[src/rtl/cpu_pkg.sv]
// Types and helpers shared by the execute/memory pipeline boundary.
// The bundle struct documents the default-width payload layout.
package cpu_pkg;

  localparam int CPU_DATA_W   = 32;
  localparam int CPU_REG_ID_W = 3;

  typedef enum logic [1:0] {
    BYTE  = 2'b00,
    WORD  = 2'b01,
    DWORD = 2'b10
  } mem_size_t;

  localparam logic [1:0] MEM_SIZE_ILLEGAL = 2'b11;

  typedef struct packed {
    logic [CPU_DATA_W-1:0]   alu_res1;
    logic [CPU_DATA_W-1:0]   alu_res2;
    logic                    mem_rd_en;
    logic                    mem_wr_en;
    logic [1:0]              mem_rd_size;
    logic [1:0]              mem_wr_size;
    logic [CPU_REG_ID_W-1:0] wb_reg_id;
    logic                    ld_reg;
    logic                    ld_esp;
  } ex_mem_bundle_t;

  typedef enum logic [1:0] {
    SKID_EMPTY = 2'b00,
    SKID_ONE   = 2'b01,
    SKID_FULL  = 2'b10
  } skid_state_t;

  // A size only matters when its access is actually enabled.
  function automatic logic illegal_access(input logic en, input logic [1:0] size);
    return en && (size == MEM_SIZE_ILLEGAL);
  endfunction

endpackage

[src/rtl/pipe_skid_reg.sv]
// Generic two-entry skid register with valid/ready handshake and flush.
// in_ready is registered, so there is no combinational path from out_ready.
module pipe_skid_reg
  import cpu_pkg::*;
#(
  parameter int W = 8
) (
  input  logic         clk,
  input  logic         rst_n,
  input  logic         flush,
  input  logic         in_valid,
  output logic         in_ready,
  input  logic [W-1:0] in_data,
  output logic         out_valid,
  input  logic         out_ready,
  output logic [W-1:0] out_data
);

  skid_state_t  state_q, state_d;
  logic [W-1:0] main_q, main_d;
  logic [W-1:0] skid_q, skid_d;
  logic         out_valid_q, out_valid_d;
  logic         in_ready_q, in_ready_d;
  logic         push, pop;

  assign push = in_valid & in_ready_q;
  assign pop  = out_valid_q & out_ready;

  always_comb begin
    state_d = state_q;
    main_d  = main_q;
    skid_d  = skid_q;
    if (flush) begin
      state_d = SKID_EMPTY;
    end else begin
      case (state_q)
        SKID_EMPTY: begin
          if (push) begin
            main_d  = in_data;
            state_d = SKID_ONE;
          end
        end
        SKID_ONE: begin
          // Simultaneous in/out replaces the head; the skid stays unused.
          if (push && pop) begin
            main_d = in_data;
          end else if (push) begin
            skid_d  = in_data;
            state_d = SKID_FULL;
          end else if (pop) begin
            state_d = SKID_EMPTY;
          end
        end
        SKID_FULL: begin
          if (pop) begin
            main_d  = skid_q;
            state_d = SKID_ONE;
          end
        end
        default: state_d = SKID_EMPTY;
      endcase
    end
    out_valid_d = (state_d != SKID_EMPTY);
    in_ready_d  = (state_d != SKID_FULL);
  end

  always_ff @(posedge clk or negedge rst_n) begin
    if (!rst_n) begin
      state_q     <= SKID_EMPTY;
      main_q      <= '0;
      out_valid_q <= 1'b0;
      in_ready_q  <= 1'b0;
    end else begin
      state_q     <= state_d;
      main_q      <= main_d;
      out_valid_q <= out_valid_d;
      in_ready_q  <= in_ready_d;
    end
  end

  // The skid is never observed while invalid, so it carries no reset.
  always_ff @(posedge clk) begin
    skid_q <= skid_d;
  end

  assign in_ready  = in_ready_q;
  assign out_valid = out_valid_q;
  assign out_data  = main_q;

endmodule

[src/rtl/ex_mem_skid.sv]
// Execute-to-memory pipeline boundary: skid-buffered bundle transfer plus
// a saturating stall counter and a sticky illegal-access-size flag.
module ex_mem_skid
  import cpu_pkg::*;
#(
  parameter int DATA_W      = 32,
  parameter int REG_ID_W    = 3,
  parameter int STALL_CNT_W = 16
) (
  input  logic                   clk,
  input  logic                   rst_n,
  input  logic                   flush,
  input  logic                   in_valid,
  output logic                   in_ready,
  input  logic [DATA_W-1:0]      in_alu_res1,
  input  logic [DATA_W-1:0]      in_alu_res2,
  input  logic                   in_mem_rd_en,
  input  logic                   in_mem_wr_en,
  input  logic [1:0]             in_mem_rd_size,
  input  logic [1:0]             in_mem_wr_size,
  input  logic [REG_ID_W-1:0]    in_wb_reg_id,
  input  logic                   in_ld_reg,
  input  logic                   in_ld_esp,
  output logic                   out_valid,
  input  logic                   out_ready,
  output logic [DATA_W-1:0]      out_alu_res1,
  output logic [DATA_W-1:0]      out_alu_res2,
  output logic                   out_mem_rd_en,
  output logic                   out_mem_wr_en,
  output logic [1:0]             out_mem_rd_size,
  output logic [1:0]             out_mem_wr_size,
  output logic [REG_ID_W-1:0]    out_wb_reg_id,
  output logic                   out_ld_reg,
  output logic                   out_ld_esp,
  output logic [STALL_CNT_W-1:0] stall_cnt,
  output logic                   size_err
);

  localparam int BUNDLE_W = 2 * DATA_W + 2 + 2 + 2 + REG_ID_W + 2;

  logic [BUNDLE_W-1:0]    in_bus, out_bus;
  logic                   push;
  logic                   illegal_in;
  logic [STALL_CNT_W-1:0] stall_cnt_q, stall_cnt_d;
  logic                   size_err_q, size_err_d;

  function automatic logic [STALL_CNT_W-1:0] sat_inc(input logic [STALL_CNT_W-1:0] v);
    return (&v) ? v : v + {{(STALL_CNT_W-1){1'b0}}, 1'b1};
  endfunction

  // Field order is local to this boundary; payload passes through bit-exact.
  assign in_bus = {in_alu_res1, in_alu_res2, in_mem_rd_en, in_mem_wr_en,
                   in_mem_rd_size, in_mem_wr_size, in_wb_reg_id,
                   in_ld_reg, in_ld_esp};

  assign {out_alu_res1, out_alu_res2, out_mem_rd_en, out_mem_wr_en,
          out_mem_rd_size, out_mem_wr_size, out_wb_reg_id,
          out_ld_reg, out_ld_esp} = out_bus;

  pipe_skid_reg #(
    .W (BUNDLE_W)
  ) u_skid (
    .clk       (clk),
    .rst_n     (rst_n),
    .flush     (flush),
    .in_valid  (in_valid),
    .in_ready  (in_ready),
    .in_data   (in_bus),
    .out_valid (out_valid),
    .out_ready (out_ready),
    .out_data  (out_bus)
  );

  assign push       = in_valid & in_ready & ~flush;
  assign illegal_in = illegal_access(in_mem_rd_en, in_mem_rd_size) |
                      illegal_access(in_mem_wr_en, in_mem_wr_size);

  always_comb begin
    stall_cnt_d = stall_cnt_q;
    size_err_d  = size_err_q;
    if (out_valid && !out_ready && !flush) begin
      stall_cnt_d = sat_inc(stall_cnt_q);
    end
    if (push && illegal_in) begin
      size_err_d = 1'b1;
    end
  end

  always_ff @(posedge clk or negedge rst_n) begin
    if (!rst_n) begin
      stall_cnt_q <= '0;
      size_err_q  <= 1'b0;
    end else begin
      stall_cnt_q <= stall_cnt_d;
      size_err_q  <= size_err_d;
    end
  end

  assign stall_cnt = stall_cnt_q;
  assign size_err  = size_err_q;

endmodule

[config.mk]
export PLATFORM = sky130hd
export DESIGN_NAME = ex_mem_skid
export DESIGN_NICKNAME = d
export VERILOG_FILES = /design/src/rtl/cpu_pkg.sv /design/src/rtl/pipe_skid_reg.sv /design/src/rtl/ex_mem_skid.sv
export SDC_FILE = /design/constraint.sdc
export NUM_CORES = 1
export LEC_CHECK = 0
export ABC_AREA = 1
export BUFFER_PORTS_ARGS = -buffer_cell sky130_fd_sc_hd__buf_2
export CORE_ASPECT_RATIO = 1.75
export CORE_UTILIZATION = 30
export CTS_BUF_LIST = sky130_fd_sc_hd__clkbuf_8 sky130_fd_sc_hd__clkbuf_16
export DETAILED_ROUTE_END_ITERATION = 12
export PLACE_DENSITY = 0.62
export REMOVE_ABC_BUFFERS = 1
export SLEW_MARGIN = 20
export SYNTH_ARGS = -nofsm -noshare
export SYNTH_HDL_FRONTEND = slang
export SYNTH_SLANG_ARGS = --single-unit
[constraint.sdc]
create_clock -name clk -period 6.1 [get_ports clk]
set_clock_uncertainty 0.1 [all_clocks]
set_input_delay 1.22 -clock clk [delete_from_list [all_inputs] [get_ports clk]]
set_output_delay 1.22 -clock clk [all_outputs]
set_load 0.01 [all_outputs]
==> flow_metrics.tcl <==
set metrics [dict create \
    path_clk_slew_ns 0.06 \
    place_area_um2 8450 \
    drt_iter0_drc 188 \
    core-area_um2 24000 \
    max_freq_ghz 0.395 \
    netlist_area_um2 7360 \
    vias 5312 \
    die_x_um 120 \
    grt_pass1_vias 5271 \
    setup_viol 0 \
    seq_area_frac_synth 0.633 \
    clockBufferDepth 2 \
    grt_usage 0.144 \
    wirelength_mm 16.9 \
    grt_max_degree 151 \
    netlist_instances 733 \
    dp_cells 1183 \
    grt_pass1_wl_mm 27.5 \
    power.density_nw_per_um2 376 \
    critPathRequiredTime_ns 6.05 \
    post-route-period-util 0.415 \
    hold_ws_ns 0.377 \
    startpoint_type "input pin" \
    port_buffers 173 \
    drc 0 \
    overflow 0 \
    postCtsSetupBuffers 0 \
    timing_hold_violations_final 0 \
    postLayoutCellArea_um2 9050 \
    final_util 0.377 \
    cts.sinks 171 \
    drive_gt1_frac 0.240 \
    drv_cap 0 \
    synth_seq_cells 171 \
    fin_setup_tns_ns 0 \
    place_ws_ns 3.06 \
    fin_cells 1216 \
    period_needed_ns 2.53 \
    power_mw 3.41 \
    nets 975 \
    dpl.hpwl_mm 11.1 \
    ys_warn_count 0 \
    io_pins 174 \
    area_delta_synth_final_pct 23.0 \
    numCtsBuffers 17 \
    antenna_left 0 \
    insertion_delay_ns 0.44 \
    tightestPinTransition_ns 1.07 \
    p_leak_nw 4.12 \
    drv_slew 0 \
    netlist.area_leader.share 0.326 \
    hold_path.class "reg2reg" \
    antenna_found_initial 1 \
    ir_drop_v 0.000247 \
    fillCellCount 2482 \
    firstDrtPassIters 4 \
    yosys.cell_types.count 25 \
    endpoint_kind "register" \
    avgRoutedWirePerCell_um 13.9 \
    cts_tree "done" \
    ctsHoldBuffers 0 \
    synth_largest_area_cell "dfrtp_1" \
    crit_fanout 75 \
    rows 75 \
    cp.arrival_ns 2.48 \
    die-area_um2 25200 \
    rsz0062_at_grt "false" \
    clock-root-buffer "clkbuf_16" \
    layout_setup_ws_ns 3.57 \
    synthTopCellsByArea "dfrtp_1 33%, edfxtp_1 31%, nand2_1 11%" \
    htree_levels 4 \
    place_congestion 0.778 \
    vias_per_cell 4.37 \
    cts_resized 0 \
    relSlewSlack 0.290 \
    initial_core_util 0.306 \
    status "completed" \
    die_y_um 209 \
    synth_area_per_cell_um2 10.0 \
    path_class "in2reg" \
]
[state kept, by name, indices dropped and copies added, names as in the netlist]
signal            flops
u_skid.skid_q        75
size_err              1
u_skid.state_q        2
u_skid.in_ready       1
stall_cnt            16
u_skid.out_valid      1
u_skid.out_data      75
[per-layer routing]
layer / up-vias / global-route usage / share of wire / wire, um
li1: 2697 / - / - / -
met1: 2498 / 0.150 / 0.39 / 6620
met5: - / 0 / 0 / 0
met4: 0 / 0.0570 / 0.021 / 357
met2: 100 / 0.267 / 0.55 / 9350
met3: 17 / 0.0388 / 0.036 / 608
[layout by cell type, fill, tap and decap left out, types with 2 or more instances in the layout]
cell type | synthesis | routed
buf_2 | 17 | 172
buf_4 | 8 | 4
bufinv_16 | 0 | 3
clkbuf_16 | 0 | 17
clkbuf_8 | 0 | 2
clkinv_2 | 0 | 4
clkinv_4 | 0 | 3
dfrtp_1 | 96 | 96
edfxtp_1 | 75 | 75
inv_1 | 91 | 93
inv_2 | 3 | 3
nand2_1 | 213 | 212
nand3_1 | 23 | 23
nand4_1 | 4 | 4
nor2_1 | 20 | 20
nor3_1 | 3 | 2
o21a_1 | 75 | 75
o21ai_0 | 79 | 79
xnor2_1 | 5 | 5
xor2_1 | 3 | 3
[layout make-up]
cell class | instances | area, um^2 | area share
timing repair buffer | 177 | 911 | 0.101
clock inverter | 13 | 151 | 0.0167
clock buffer | 19 | 453 | 0.0500
inverter | 94 | 353 | 0.0390
tap | 308 | 385 | 0.0426
antenna | 1 | 2.50 | 0.000276
sequential | 171 | 4650 | 0.514
multi-input combinational | 433 | 2140 | 0.237
[power breakdown]
group / switching, mW / internal (mW) / total, mW
Combinational: 0.413 / 0.328 / 0.741
Sequential: 0.126 / 1.43 / 1.56
Clock: 0.450 / 0.661 / 1.11
Total: 0.990 / 2.42 / 3.41
[cell families (layout without fill, tap and decap cells)]
group,Yosys count,in the layout,synth area share
AOI/OAI and AO/OA,157,157,0.134
xor gates and xnor gates,8,8,0.00952
adders and majority gates,1,1,0.00170
buffers and inverters,129,303,0.0779
DFF,171,171,0.633
other,0,1,0
and+or+nand+nor,267,267,0.144
[path summary, 6_finish.rpt]
check / from / endpoint / slack (ns) / cells after the start
max in group asynchronous: rst_n / u_skid.out_data[8] / 4.00 / 2
worst min register to register: size_err / size_err / 0.38 / 2
worst max-delay path: out_ready / u_skid.skid_q[5] / 3.57 / 5
worst max register to register: u_skid.state_q[1] / u_skid.out_data[21] / 3.77 / 6
min in group asynchronous: rst_n / u_skid.out_data[64] / 0.72 / 1
worst min-delay path: size_err / size_err / 0.38 / 2
[Yosys cell counts]
library cell and count:
a21oi_1 1, a21oi_2 1, buf_2 17, buf_4 8, buf_6 5, clkbuf_1 5, dfrtp_1 96, edfxtp_1 75
ha_1 1, inv_1 91, inv_2 3, nand2_1 213, nand2_2 1, nand3_1 23, nand4_1 4, nor2_1 20
nor2_2 1, nor2_4 1, nor3_1 3, o21a_1 75, o21ai_0 79, o21ai_4 1, or2_2 1, xnor2_1 5
xor2_1 3
[critical path: stages]
cell     delay (ns)
buf_2          0.10
nand2_1        0.07
nand3_1        0.08
nor3_2         0.13
buf_4          0.83
Power figures use the tool's default switching activity.
